File: src/rtl/fb_scaler.sv
// fb_scaler: framebuffer scan-out stage between the VGA timing generator and the output
// registers. It reads a SRC_W x SRC_H framebuffer from synchronous block RAM, upscales it by
// a per-frame integer factor (1..MAX_SCALE), centres it on the DISP_W x DISP_H display and
// fills the surround with border_rgb. Sync and active are delayed to match the colour path.
//
// Ports:
//   clk, reset         pixel clock; synchronous active-high reset
//   scale              requested scale, latched at frame start (0 or > MAX_SCALE -> 1)
//   in_active/x/y      display enable and pixel position from the timing generator
//   in_hs, in_vs       sync from the timing generator
//   border_rgb         border colour {r,g,b}
//   fb_addr, fb_data   framebuffer read port (data valid one cycle after address)
//   out_r/g/b          colour outputs, 3 clocks after the inputs
//   out_hs, out_vs     sync outputs, aligned with the colour
//
// Optional feature: define FB_SCALER_GRID_EN to draw a red grid on the first row/column of
// every upscaled source pixel when the latched scale is 2 or more.
module fb_scaler #(
  parameter int unsigned SRC_W     = 160,
  parameter int unsigned SRC_H     = 144,
  parameter int unsigned DISP_W    = 640,
  parameter int unsigned DISP_H    = 480,
  parameter int unsigned PIX_W     = 2,
  parameter int unsigned COLOR_W   = 2,
  parameter int unsigned ADDR_W    = 15,
  parameter int unsigned MAX_SCALE = 3
) (
  input  logic                   clk,
  input  logic                   reset,
  input  logic [1:0]             scale,
  input  logic                   in_active,
  input  logic [9:0]             in_x,
  input  logic [9:0]             in_y,
  input  logic                   in_hs,
  input  logic                   in_vs,
  input  logic [3*COLOR_W-1:0]   border_rgb,
  output logic [ADDR_W-1:0]      fb_addr,
  input  logic [PIX_W-1:0]       fb_data,
  output logic [COLOR_W-1:0]     out_r,
  output logic [COLOR_W-1:0]     out_g,
  output logic [COLOR_W-1:0]     out_b,
  output logic                   out_hs,
  output logic                   out_vs
);

  localparam int unsigned SX_W = $clog2(SRC_W + 1);

  // Per-scale window geometry, all elaboration-time constants.
  localparam logic [10:0] WIN_W1 = 11'(SRC_W);
  localparam logic [10:0] WIN_W2 = 11'(SRC_W * 2);
  localparam logic [10:0] WIN_W3 = 11'(SRC_W * 3);
  localparam logic [10:0] WIN_H1 = 11'(SRC_H);
  localparam logic [10:0] WIN_H2 = 11'(SRC_H * 2);
  localparam logic [10:0] WIN_H3 = 11'(SRC_H * 3);
  localparam logic [10:0] OFF_X1 = 11'((DISP_W - SRC_W) / 2);
  localparam logic [10:0] OFF_X2 = 11'((DISP_W - SRC_W * 2) / 2);
  localparam logic [10:0] OFF_X3 = 11'((DISP_W - SRC_W * 3) / 2);
  localparam logic [10:0] OFF_Y1 = 11'((DISP_H - SRC_H) / 2);
  localparam logic [10:0] OFF_Y2 = 11'((DISP_H - SRC_H * 2) / 2);
  localparam logic [10:0] OFF_Y3 = 11'((DISP_H - SRC_H * 3) / 2);

  // Frame and counter state
  logic [1:0]        scale_q, scale_d;
  logic              synced_q, synced_d;
  logic [1:0]        sub_x_q, sub_x_d;
  logic [1:0]        sub_y_q, sub_y_d;
  logic [SX_W-1:0]   src_x_q, src_x_d;
  logic [ADDR_W-1:0] row_base_q, row_base_d;
  logic [ADDR_W-1:0] fb_addr_d;

  // Pipeline side-band
  logic win_s0_q, act_s0_q, hs_s0_q, vs_s0_q;
  logic win_s1_q, act_s1_q, hs_s1_q, vs_s1_q;

  logic [1:0]   scale_sane, eff_scale, last_sub;
  logic [10:0]  win_w, win_h, off_x, off_y, x_ext, y_ext;
  logic         frame_start, x_hit, y_hit, in_win, row_end;
  logic [1:0]   sub_x_cur, sub_y_cur;
  logic [SX_W-1:0]   src_x_cur;
  logic [ADDR_W-1:0] row_base_cur;
  logic [COLOR_W-1:0] r_d, g_d, b_d;

`ifdef FB_SCALER_GRID_EN
  logic grid_d, grid_s0_q, grid_s1_q;
`endif

  always_comb begin
    scale_sane  = (scale == 2'd0 || 32'(scale) > MAX_SCALE) ? 2'd1 : scale;
    frame_start = in_active && (in_x == 10'd0) && (in_y == 10'd0);
    // On the frame-start cycle itself the freshly latched scale already applies.
    eff_scale   = frame_start ? scale_sane : scale_q;
    last_sub    = eff_scale - 2'd1;
  end

  always_comb begin
    win_w = WIN_W1;
    win_h = WIN_H1;
    off_x = OFF_X1;
    off_y = OFF_Y1;
    case (eff_scale)
      2'd2: begin
        win_w = WIN_W2;
        win_h = WIN_H2;
        off_x = OFF_X2;
        off_y = OFF_Y2;
      end
      2'd3: begin
        win_w = WIN_W3;
        win_h = WIN_H3;
        off_x = OFF_X3;
        off_y = OFF_Y3;
      end
      default: ;
    endcase
  end

  always_comb begin
    x_ext   = {1'b0, in_x};
    y_ext   = {1'b0, in_y};
    x_hit   = (x_ext >= off_x) && (x_ext < off_x + win_w);
    y_hit   = (y_ext >= off_y) && (y_ext < off_y + win_h);
    in_win  = in_active && (synced_q || frame_start) && x_hit && y_hit;
    row_end = (x_ext == off_x + win_w) && y_hit;
  end

  // Frame start clears the counters; the rest of the update then proceeds from zero.
  always_comb begin
    sub_x_cur    = frame_start ? 2'd0 : sub_x_q;
    sub_y_cur    = frame_start ? 2'd0 : sub_y_q;
    src_x_cur    = frame_start ? '0 : src_x_q;
    row_base_cur = frame_start ? '0 : row_base_q;

    scale_d    = frame_start ? scale_sane : scale_q;
    synced_d   = frame_start | synced_q;
    sub_x_d    = sub_x_cur;
    sub_y_d    = sub_y_cur;
    src_x_d    = src_x_cur;
    row_base_d = row_base_cur;
    fb_addr_d  = fb_addr;

    if (in_win) begin
      fb_addr_d = row_base_cur + ADDR_W'(src_x_cur);
      if (sub_x_cur == last_sub) begin
        sub_x_d = 2'd0;
        src_x_d = src_x_cur + 1'b1;
      end else begin
        sub_x_d = sub_x_cur + 2'd1;
      end
    end else if (row_end) begin
      sub_x_d = 2'd0;
      src_x_d = '0;
      if (sub_y_cur == last_sub) begin
        sub_y_d    = 2'd0;
        row_base_d = row_base_cur + ADDR_W'(SRC_W);
      end else begin
        sub_y_d = sub_y_cur + 2'd1;
      end
    end
  end

`ifdef FB_SCALER_GRID_EN
  always_comb begin
    grid_d = in_win && (eff_scale >= 2'd2) && (sub_x_cur == 2'd0 || sub_y_cur == 2'd0);
  end
`endif

  // Output colour, chosen from the stage-1 side-band and the RAM data.
  always_comb begin
    r_d = '0;
    g_d = '0;
    b_d = '0;
    if (act_s1_q) begin
      if (win_s1_q) begin
        r_d = ~fb_data;
        g_d = ~fb_data;
        b_d = ~fb_data;
`ifdef FB_SCALER_GRID_EN
        if (grid_s1_q) begin
          r_d = '1;
          g_d = '0;
          b_d = '0;
        end
`endif
      end else begin
        {r_d, g_d, b_d} = border_rgb;
      end
    end
  end

  always_ff @(posedge clk) begin
    if (reset) begin
      scale_q    <= 2'd1;
      synced_q   <= 1'b0;
      sub_x_q    <= 2'd0;
      sub_y_q    <= 2'd0;
      src_x_q    <= '0;
      row_base_q <= '0;
      fb_addr    <= '0;
      win_s0_q   <= 1'b0;
      act_s0_q   <= 1'b0;
      hs_s0_q    <= 1'b0;
      vs_s0_q    <= 1'b0;
      win_s1_q   <= 1'b0;
      act_s1_q   <= 1'b0;
      hs_s1_q    <= 1'b0;
      vs_s1_q    <= 1'b0;
      out_r      <= '0;
      out_g      <= '0;
      out_b      <= '0;
      out_hs     <= 1'b0;
      out_vs     <= 1'b0;
`ifdef FB_SCALER_GRID_EN
      grid_s0_q  <= 1'b0;
      grid_s1_q  <= 1'b0;
`endif
    end else begin
      scale_q    <= scale_d;
      synced_q   <= synced_d;
      sub_x_q    <= sub_x_d;
      sub_y_q    <= sub_y_d;
      src_x_q    <= src_x_d;
      row_base_q <= row_base_d;
      fb_addr    <= fb_addr_d;
      win_s0_q   <= in_win;
      act_s0_q   <= in_active;
      hs_s0_q    <= in_hs;
      vs_s0_q    <= in_vs;
      win_s1_q   <= win_s0_q;
      act_s1_q   <= act_s0_q;
      hs_s1_q    <= hs_s0_q;
      vs_s1_q    <= vs_s0_q;
      out_r      <= r_d;
      out_g      <= g_d;
      out_b      <= b_d;
      out_hs     <= hs_s1_q;
      out_vs     <= vs_s1_q;
`ifdef FB_SCALER_GRID_EN
      grid_s0_q  <= grid_d;
      grid_s1_q  <= grid_s0_q;
`endif
    end
  end

endmodule
File: config.mk
export PLATFORM = sky130hd
export DESIGN_NAME = fb_scaler
export DESIGN_NICKNAME = d
export VERILOG_FILES = /design/src/rtl/fb_scaler.sv
export SDC_FILE = /design/constraint.sdc
export NUM_CORES = 1
export LEC_CHECK = 0
export ABC_AREA = 1
export CORE_UTILIZATION = 52
export CTS_CLUSTER_DIAMETER = 100
export DETAILED_ROUTE_END_ITERATION = 10
export PLACE_DENSITY_LB_ADDON = 0.08
export SLEW_MARGIN = 20
export SYNTH_ARGS = -nofsm -noshare
export SYNTH_HDL_FRONTEND = slang
export SYNTH_SLANG_ARGS = --single-unit
File: constraint.sdc
create_clock -name clk -period 6.8 [get_ports clk]
set_input_delay 1.36 -clock clk [delete_from_list [all_inputs] [get_ports clk]]
set_output_delay 1.36 -clock clk [all_outputs]
set_load 0.1 [all_outputs]
==> results of run 1 <==
-- flip-flops by register name (all words and copies together), names as in the netlist, 2 cells and up --
register	flops
row_base_q	15
scale_q	2
src_x_q	8
out_r	2
sub_x_q	2
out_b	2
out_g	2
sub_y_q	2
fb_addr	15
-- metal layers --
metal / GRT usage [%] / up-vias / part of all wire, %
met1: 28.3 / 1576 / 46
li1: - / 1933 / -
met4: 7.94 / 0 / 1.4
met5: 0 / - / 0
met2: 41.6 / 79 / 47
met3: 5.17 / 12 / 5.2
-- placed cells by master, fill, tap and decap left out, drive strengths merged, types with 2 or more instances in the layout --
cell type,instances
a211oi,2
a21oi,35
and3,2
buf,4
clkbuf,9
clkdlybuf4s50,57
clkinv,3
dfxtp,61
ha,38
inv,95
nand2,139
nand3,32
nand4,9
nor2,83
nor3,7
nor4,2
o211ai,2
o21ai,37
or2,3
xnor2,4
xor2,6
-- power breakdown --
group	switching [mW]	leakage (nW)	internal, mW
Clock	0.156	0.100	0.171
Combinational	0.0320	1.73	0.0296
Sequential	0.000622	0.493	0.359
-- Yosys cell counts (3+ instances only) --
cell / number
nand2_1: 131
inv_1: 85
nor2_1: 79
dfxtp_1: 61
ha_1: 38
a21oi_1: 34
nand3_1: 25
o21ai_0: 24
nand4_1: 9
inv_2: 8
nand3_2: 7
o21ai_1: 7
buf_2: 6
nand2_4: 6
o21ai_2: 6
xor2_1: 6
clkbuf_1: 5
nor3_1: 5
xnor2_1: 4
nor2_4: 3
-- kinds of logic after synthesis --
family                   Yosys count
XOR/XNOR                          10
buffers and inverters            107
AO/OA/AOI/OAI                     79
flip-flops                        61
AND/OR/NAND/NOR                  279
adder cells (fa/ha/maj)           39
-- layout make-up --
cell class	instances	area [sq um]
Tap cell	99	124
Multi-Input combinational cell	407	2310
Clock buffer	9	124
Timing Repair Buffer	61	601
Sequential cell	61	1220
Fill cell	672	2490
Clock inverter	7	73.8
Inverter	93	349
-- worst max-delay path, cell delays in order --
cell and delay (ns):
clkdlybuf4s50_1 0.50, nor2_1 0.13, nand2_1 0.07, nor2_1 0.15, nand3_2 0.38, nand2_1 0.19
nand2_1 0.13, ha_1 0.24, inv_1 0.16, ha_1 0.16, inv_1 0.04, ha_1 0.29
nand4_1 0.11, o21a_1 0.18, nand2_1 0.09, nand2_1 0.11, nor3_4 0.54, buf_4 0.37
nand3_2 0.12, o21ai_1 0.14, nor2_1 0.05
-- metrics by stage --
step           worst slack, ns  hold slack, ns  area, sq um  power, mW  utilization (%)
2_1_floorplan             2.33           0.388         3950      0.399                -
3_3_place_gp              1.22           0.391         4600      0.429             63.1
3_5_place_dp              1.11           0.395         4600      0.430             63.1
4_1_cts                   1.48           0.405         4800      0.758             65.8
5_1_grt                   1.06           0.409         4800      0.777             65.8
6_report                  1.48           0.402         4800      0.748             65.8
-- path summary, 6_finish.rpt --
kind	from	to	cells after the start
max reg2reg	scale_q[0]	src_x_q[4]	18
max	in_y[5]	src_x_q[4]	21
min	vs_s1_q	out_vs	2
min reg2reg	vs_s1_q	out_vs	2
==> summary.md, run 1 <==
| Metric | Value |
|---|---|
| Worst slew pin tran | `0.988 ns` |
| Final period utilization | `78.2%` |
| WS Path Type | `primary input to flip-flop` |
| Largest net degree at the start of global routing | `33` |
| Synth Flop Type | `dfxtp_1` |
| Worst skew pair latency | `0.34 ns` |
| Top-area cell type share of the netlist area | `30.9%` |
| Initial Utilization | `54.2%` |
| Die ar. | `7950 sq um` |
| Clk_skew | `0.00990 ns` |
| Status | `finished clean` |
| PwrDens | `156 nW/um^2` |
| Cell variety after synth | `38` |
| Seq/Total Area, Yosys | `30.9%` |
| RSZ-0062 raised after global routing | `false` |
| Share of cells above drive strength 1 | `9.25%` |
| TritonRoute pass-1 iters | `4` |
| Leak | `2.32 nW` |
| Layout area overhead | `21.5%` |
| Vias in the first global route | `3394` |
| Drt first-iter violations | `145` |
| Leading post-synthesis cells by cell area | `dfxtp_1 (31%), nand2_1 (12%), ha_1 (12%)` |
| Mapped Avg Cell Area | `6.87 sq um` |
| Total Wirelength | `8770 um` |
| Synth Cell Area | `3950 sq um` |
| Root buf cell | `clkbuf_8` |
| Num rows | `31` |
| Layout Nets | `707` |
| Net Count, Synth | `649` |
| Post-CTS Hold Fix Bufs | `0` |
| Post-synth ARST share | `0%` |
| Hold Crit Class | `flip-flop to flip-flop` |
| Post-synthesis sequential element count | `61` |
| Largest family of logic cells by synthesized area | `simple AND/OR/NAND/NOR gates` |
| Post-route ant nets | `0` |
| Htree depth | `3` |
| First-pass GRT wire length | `14600 um` |
| CP startpoint kind | `primary input` |
| Post-cts gate resize count | `0` |
| Number of synthesized flops with an enable pin | `0` |
| Drt wl/cell | `11.9 um` |
| Fin Setup TNS | `0 ns` |
| Detail-routed via count per cell | `4.88` |
| CORE AREA | `7290 sq um` |
| Total GRT Usage | `23.6%` |
| Fin. max-slew vios | `0` |
| Clock transition at path regs | `0.07 ns` |
| Non-filler cells, final | `737` |
| GR Overflow Total | `0` |
| Adder-cell area share of the yosys netlist | `12.5%` |
| Antenna violations before repair | `0` |
| Die Span Y | `89.2 um` |
| GPL Wtd Cong | `0.829` |
| IO Port Bufs | `57` |
| DR vias | `3600` |
| Synth Instances | `575` |
| Post-synth top area cell | `dfxtp_1` |
| Synth Area in Compound Gates | `11.1%` |
| Total CTS buffers | `9` |
| Arr. time, crit path | `5.55 ns` |
| Inst Count DP | `721` |
| Syn. warnings | `0` |
| Post-CTS setup repair buffer count | `0` |
| Clk sink count | `61` |
| Antenna cell count | `0` |
| Mux contribution to synthesized area | `0%` |
| MaxCap Viol Count | `0` |
| R2R Setup Slk | `3.35 ns` |
| Number of hold violations in the final report | `0` |
| Bufs on Longest Clock Path | `2` |
| DRC viols | `0` |
| CTS tree | `done` |
| HPWL after DPL | `6600 um` |
| Post-synthesis xor/xnor area fraction | `2.22%` |
| Max FO, Critical Path | `20` |
| Worst VDD drop | `0.122 mV` |
| Synth Area in Simple Gates | `32.4%` |
| Peak Freq | `188 MHz` |
| I/O pin count | `58` |
| Fin crit period | `5.32 ns` |
| Relative slew slack | `34.0%` |
| Final Setup Violations | `0` |
| Required @ worst endpoint | `7.03 ns` |
| Die Wd | `89.2 um` |
| CP Capture Type | `flip-flop` |
Power figures use the tool's default switching activity.
==> run 2, diff against run 1 <==
--- a/config.mk
+++ b/config.mk
@@ -6,7 +6,7 @@
 export NUM_CORES = 1
 export LEC_CHECK = 0
 export ABC_AREA = 1
-export CORE_UTILIZATION = 52
+export CORE_UTILIZATION = 50
 export CTS_CLUSTER_DIAMETER = 100
 export DETAILED_ROUTE_END_ITERATION = 10
 export PLACE_DENSITY_LB_ADDON = 0.08
==> constraint.sdc (replaced) <==
create_clock -name clk -period 4.83 [get_ports clk]
set_input_delay 0.966 -clock clk [delete_from_list [all_inputs] [get_ports clk]]
set_output_delay 0.966 -clock clk [all_outputs]
set_load 0.1 [all_outputs]
==> summary.md, run 2 (synthesis results as in run 1) <==
| Metric | Value |
|---|---|
| HPWL after DPL | `6500 um (-1.6%)` |
| PwrDens | `207 nW/um^2 (+33%)` |
| Bufs on Longest Clock Path | `2 (unchanged)` |
| Detail-routed via count per cell | `4.87 (-0.36%)` |
| IO Port Bufs | `57 (unchanged)` |
| RSZ-0062 raised after global routing | `false` |
| Antenna violations before repair | `0 (unchanged)` |
| Max FO, Critical Path | `10 (-50%)` |
| TritonRoute pass-1 iters | `5 (+1)` |
| Fin crit period | `4.25 ns` |
| Hold Crit Class | `flip-flop to flip-flop` |
| Non-filler cells, final | `745 (+1.1%)` |
| Total Wirelength | `8620 um (-1.7%)` |
| Worst VDD drop | `0.150 mV (+22%)` |
| Final period utilization | `87.9%` |
| Clock transition at path regs | `0.07 ns (about the same)` |
| Post-cts gate resize count | `0 (unchanged)` |
| Worst slew pin tran | `0.976 ns (-0.0112 ns)` |
| CP startpoint kind | `primary input` |
| Hold depth | `2 (unchanged)` |
| Root buf cell | `clkbuf_8` |
| Inst Count DP | `729 (+1.1%)` |
| Share of cells above drive strength 1 | `9.95% (+0.71 points)` |
| Initial Utilization | `51.4% (-2.8 points)` |
| Required @ worst endpoint | `5.06 ns (-1.97 ns)` |
| Clk sink count | `61 (unchanged)` |
| Die ar. | `8260 sq um (+3.9%)` |
| Antenna cell count | `0 (unchanged)` |
| Most common cell after layout, fill and taps aside | `nand2_1` |
| R2R Setup Slk | `1.82 ns (-1.53 ns)` |
| Arr. time, crit path | `4.48 ns (-1.07 ns)` |
| Status | `finished clean` |
| Worst Reg-to-Reg Cells | `16 (-2)` |
| Vias in the first global route | `3469 (+2.2%)` |
| Num rows | `32 (+3.2%)` |
| Fin. max-slew vios | `0 (unchanged)` |
| Most frequent cells in the layout | `nand2_1 (131), inv_1 (85), nor2_1 (79)` |
| MaxCap Viol Count | `0 (unchanged)` |
| DRC viols | `0 (unchanged)` |
| Total GRT Usage | `22.6% (-0.98 points)` |
| Clk_skew | `0.0109 ns (+0.00104 ns)` |
| WS Path Type | `primary input to flip-flop` |
| CP Capture Type | `flip-flop` |
| DR vias | `3626 (+0.72%)` |
| Die Wd | `90.9 um (+1.9%)` |
| Worst skew pair latency | `0.35 ns (about the same)` |
| Htree depth | `3 (unchanged)` |
| Total CTS buffers | `9 (unchanged)` |
| Peak Freq | `236 MHz` |
| GPL Wtd Cong | `0.880 (+6.2%)` |
| Post-CTS Hold Fix Bufs | `0 (unchanged)` |
| Biggest regs | `fb_addr x15, row_base_q x15, src_x_q x8` |
| Final Setup Violations | `0 (unchanged)` |
| Layout area overhead | `22.3%` |
| GR Overflow Total | `0 (unchanged)` |
| CORE AREA | `7690 sq um (+5.4%)` |
| First-pass GRT wire length | `15200 um (+3.8%)` |
| Drt first-iter violations | `162 (+12%)` |
| Leak | `2.34 nW (+0.77%)` |
| Fin Setup TNS | `0 ns (unchanged)` |
| Largest net degree at the start of global routing | `40 (+21%)` |
| Post-CTS setup repair buffer count | `0 (unchanged)` |
| Relative slew slack | `34.7% (+0.75 points)` |
| Drt wl/cell | `11.6 um (-2.8%)` |
| Number of hold violations in the final report | `0 (unchanged)` |
| Layout Nets | `712 (+0.71%)` |
| Post-route ant nets | `0 (unchanged)` |
| I/O pin count | `58 (unchanged)` |
| Die Span Y | `90.9 um (+1.9%)` |
| CTS tree | `done` |
[run 2: cell count changes in the layout (fill, tap and decap cells not counted), sizes merged]
cell    change
clkinv      +3
inv         -2
bufinv      -1
buf         +5
[run 2: cell type report]
type / instances / area (sq um)
timing repair buffer: 66 / 651
clock inverter: 7 / 52.6
multi-input combinational: 407 / 2310
tap: 102 / 128
fill: 733 / 2850
inverter: 93 / 349
clock buffer: 9 / 124
sequential: 61 / 1220
[run 2: worst paths after layout]
path                                       to       start
worst max-delay path            row_base_q[6]     in_y[7]
worst min-delay path                  vs_s1_q     vs_s0_q
worst max register to register  row_base_q[6]  scale_q[0]
worst min register to register        vs_s1_q     vs_s0_q
[run 2: where the power goes]
| part | internal (mW) | switching [mW] | total (mW) |
|---|---|---|---|
| clock | 0.187 | 0.219 | 0.406 |
| sequential | 0.506 | 0.000781 | 0.507 |
| combinational | 0.0417 | 0.0446 | 0.0863 |
[run 2: worst max-delay path, cell delays in order]
cell and delay, ns:
clkdlybuf4s50_1 0.49, nor2_1 0.14, nand2_1 0.08, nor2_1 0.14, nand4_1 0.23, nand2_4 0.17, inv_1 0.07, ha_1 0.32
xnor2_1 0.18, ha_1 0.28, nand2_1 0.06, nor4_1 0.32, buf_4 0.18, nand3_1 0.16, nor2_4 0.15, buf_4 0.20
nand2_4 0.09, o21ai_0 0.18, a21oi_1 0.06
[run 2: per-stage QoR]
| step | hold WS (ns) | setup slack [ns] | cell area, sq um | util, % | power (mW) |
|---|---|---|---|---|---|
| floorplan | 0.388 | 0.749 | 3950 | - | 0.561 |
| global placement | 0.393 | 0.321 | 4660 | 60.6 | 0.604 |
| detailed placement | 0.394 | 0.269 | 4660 | 60.6 | 0.605 |
| CTS | 0.405 | 0.620 | 4830 | 62.9 | 1.01 |
| global route | 0.419 | 0.201 | 4830 | 62.9 | 1.04 |
| finish | 0.403 | 0.584 | 4830 | 62.9 | 0.999 |
[run 2: metal layers]
metal / up-vias / routed length, um / track usage (%)
li1: 1948 / - / -
met1: 1579 / 4080 / 27.6
met2: 86 / 4000 / 39.2
met3: 13 / 415 / 5.13
met4: 0 / 126 / 7.14
met5: - / 0 / 0
==> run 3, diff against run 2 <==
--- a/config.mk
+++ b/config.mk
@@ -6,9 +6,10 @@
 export NUM_CORES = 1
 export LEC_CHECK = 0
 export ABC_AREA = 1
-export CORE_UTILIZATION = 50
-export CTS_CLUSTER_DIAMETER = 100
+export CORE_UTILIZATION = 52
+export CTS_CLUSTER_DIAMETER = 150
 export DETAILED_ROUTE_END_ITERATION = 10
+export DONT_BUFFER_PORTS = 1
 export PLACE_DENSITY_LB_ADDON = 0.08
 export SLEW_MARGIN = 20
 export SYNTH_ARGS = -nofsm -noshare
==> summary.md, run 3 (synthesis results as in run 1) <==
| Metric | Value |
|---|---|
| Status | `finished clean` |
| Largest incremental delay on the critical path | `0.46 ns (-0.03 ns)` |
| Final period utilization | `82.2% (-5.8 points)` |
| Most frequent cells in the layout | `nand2_1 (131), inv_1 (85), nor2_1 (79)` |
| Die Wd | `89.2 um (-1.9%)` |
| Most common cell after layout, fill and taps aside | `nand2_1` |
| Die Span Y | `89.2 um (-1.9%)` |
| Crit Reg-Reg Endpoint | `row_base_q[8]` |
| Bufs on Longest Clock Path | `2 (unchanged)` |
| R2R Setup Slk | `1.63 ns (-0.19 ns)` |
| Worst Reg-to-Reg Cells | `15 (-1)` |
| CP Capture Type | `flip-flop` |
| Post-CTS setup repair buffer count | `0 (unchanged)` |
| Clk_skew | `0.0104 ns (-0.000544 ns)` |
| Fin Setup TNS | `0 ns (unchanged)` |
| HPWL after DPL | `6230 um (-4.1%)` |
| Worst VDD drop | `0.130 mV (-13%)` |
| Worst skew pair latency | `0.34 ns (about the same)` |
| Drt first-iter violations | `121 (-25%)` |
| Num rows | `31 (-3.1%)` |
| Clock transition at path regs | `0.07 ns (about the same)` |
| Initial Utilization | `54.2% (+2.8 points)` |
| Drt wl/cell | `12.1 um (+4.8%)` |
| Worst Hold Launch | `hs_s0_q` |
| Vias in the first global route | `3185 (-8.2%)` |
| Leak | `2.10 nW (-10%)` |
| CORE AREA | `7290 sq um (-5.1%)` |
| Inst Count DP | `664 (-8.9%)` |
| Total Wirelength | `8240 um (-4.4%)` |
| Post-route ant nets | `0 (unchanged)` |
| IO Port Bufs | `0 (-100%)` |
| Peak Freq | `252 MHz (+7.0%)` |
| Post-cts gate resize count | `0 (unchanged)` |
| Number of hold violations in the final report | `0 (unchanged)` |
| Post-DP Area | `4030 sq um (-13%)` |
| Die ar. | `7950 sq um (-3.8%)` |
| Critical Path, Cell by Cell | `nor2_1, nand2_1, nor2_4, nand4_1, nand2_4, inv_1, ha_1, xnor2_1, ha_1, nand2_1, nor4_1, nand3_1, nor2_4, nand3_1, nand2_1, nand2_1, nor2_1` |
| Relative slew slack | `33.7% (-1.0 points)` |
| Pre-CTS WS | `0.483 ns (+0.214 ns)` |
| Detail-routed via count per cell | `5.07 (+4.2%)` |
| Worst slew pin tran | `0.993 ns (+0.0171 ns)` |
| Arr. time, crit path | `4.24 ns (-0.24 ns)` |
| CP startpoint kind | `primary input` |
| Top cell by count, worst path | `nand2_1` |
| MaxCap Viol Count | `0 (unchanged)` |
| CTS tree | `done` |
| PwrDens | `228 nW/um^2 (+10%)` |
| Max FO, Critical Path | `16 (+6)` |
| Post-CTS Hold Fix Bufs | `0 (unchanged)` |
| Largest net degree at the start of global routing | `38 (-5.0%)` |
| Total CTS buffers | `9 (unchanged)` |
| Post-route cell area | `4210 sq um (-13%)` |
| Required @ worst endpoint | `5.11 ns (+0.05 ns)` |
| RSZ-0062 raised after global routing | `false` |
| PnR worst setup slack | `0.862 ns (+0.278 ns)` |
| DRC viols | `0 (unchanged)` |
| First-pass GRT wire length | `13800 um (-9.2%)` |
| Worst Hold Path EP | `hs_s1_q` |
| Fin. max-slew vios | `0 (unchanged)` |
| Share of cells above drive strength 1 | `10.2% (+0.20 points)` |
| Root buf cell | `clkbuf_8` |
| Total GRT Usage | `22.5% (-0.059 points)` |
| Layout area overhead | `6.46%` |
| Worst r2r src | `scale_q[0]` |
| DR vias | `3447 (-4.9%)` |
| Htree depth | `3 (unchanged)` |
| TritonRoute pass-1 iters | `4 (-1)` |
| Hold Crit Class | `flip-flop to flip-flop` |
| Biggest regs | `fb_addr x15, row_base_q x15, src_x_q x8` |
| GR Overflow Total | `0 (unchanged)` |
| GPL Wtd Cong | `0.871 (-1.1%)` |
| Non-filler cells, final | `680 (-8.7%)` |
| I/O pin count | `58 (unchanged)` |
| Slowest cell on the critical path | `nor4_1` |
| Fin crit period | `3.97 ns (-0.278 ns)` |
| Layout Nets | `650 (-8.7%)` |
| Antenna cell count | `0 (unchanged)` |
| Final Setup Violations | `0 (unchanged)` |
| Antenna violations before repair | `0 (unchanged)` |
| WS Path Type | `primary input to flip-flop` |
| Hold depth | `2 (unchanged)` |
| Clk sink count | `61 (unchanged)` |
[run 3: cell count changes in the layout (fill, tap and decap cells not counted)]
cell / previous run / this run
clkinv_2: 2 / 3
buf_12: 1 / 0
inv_6: 0 / 2
buf_4: 8 / 4
clkinvlp_4: 1 / 0
clkinv_4: 4 / 2
clkdlybuf4s50_1: 57 / 0
[run 3: layout make-up]
| type | count | area, sq um |
|---|---|---|
| clock buffer | 9 | 124 |
| timing repair buffer | 4 | 30.0 |
| multi-input combinational | 407 | 2310 |
| tap | 99 | 124 |
| clock inverter | 7 | 50.0 |
| sequential | 61 | 1220 |
| inverter | 93 | 349 |
| fill | 719 | 3090 |
[run 3: worst max-delay path by stage]
stage	cells past startpoint	endpoint	from	slack [ns]
2_1_floorplan	23	sub_y_q[1]	in_x[8]	0.75
3_3_place_gp	16	row_base_q[13]	in_x[8]	0.59
3_5_place_dp	17	row_base_q[7]	in_y[1]	0.48
4_1_cts	17	row_base_q[8]	in_y[1]	0.81
5_1_grt	17	row_base_q[8]	in_x[1]	0.50
6_report	17	row_base_q[8]	in_y[1]	0.86
[run 3: power by group]
group	total (mW)	switching (mW)	leakage (nW)	internal [mW]
sequential	0.517	0.0104	0.493	0.506
clock	0.402	0.214	0.0937	0.188
combinational	0.0392	0.0235	1.52	0.0156
[run 3: through the flow]
| stage | utilization, % | hold WS, ns | power (mW) |
|---|---|---|---|
| finish | 57.7 | 0.405 | 0.958 |
| global route | 57.7 | 0.419 | 1.00 |
| CTS | 57.7 | 0.409 | 0.972 |
| detailed placement | 55.3 | 0.399 | 0.568 |
| global placement | 55.3 | 0.390 | 0.567 |
| floorplan | - | 0.388 | 0.561 |
[run 3: routing by layer]
metal	GRT usage [%]	routed length, um	vias to the layer above
li1	-	-	1819
met5	0	0	-
met4	7.50	72	0
met1	26.2	3850	1531
met3	6.00	387	7
met2	40.0	3940	90
[run 3: worst max-delay path, delay by kind of cell]
family	cells	cell delay, ns
adder cells (fa/ha/maj)	2	0.59
XOR/XNOR	1	0.17
AND/OR/NAND/NOR	13	2.42
buffers and inverters	1	0.07
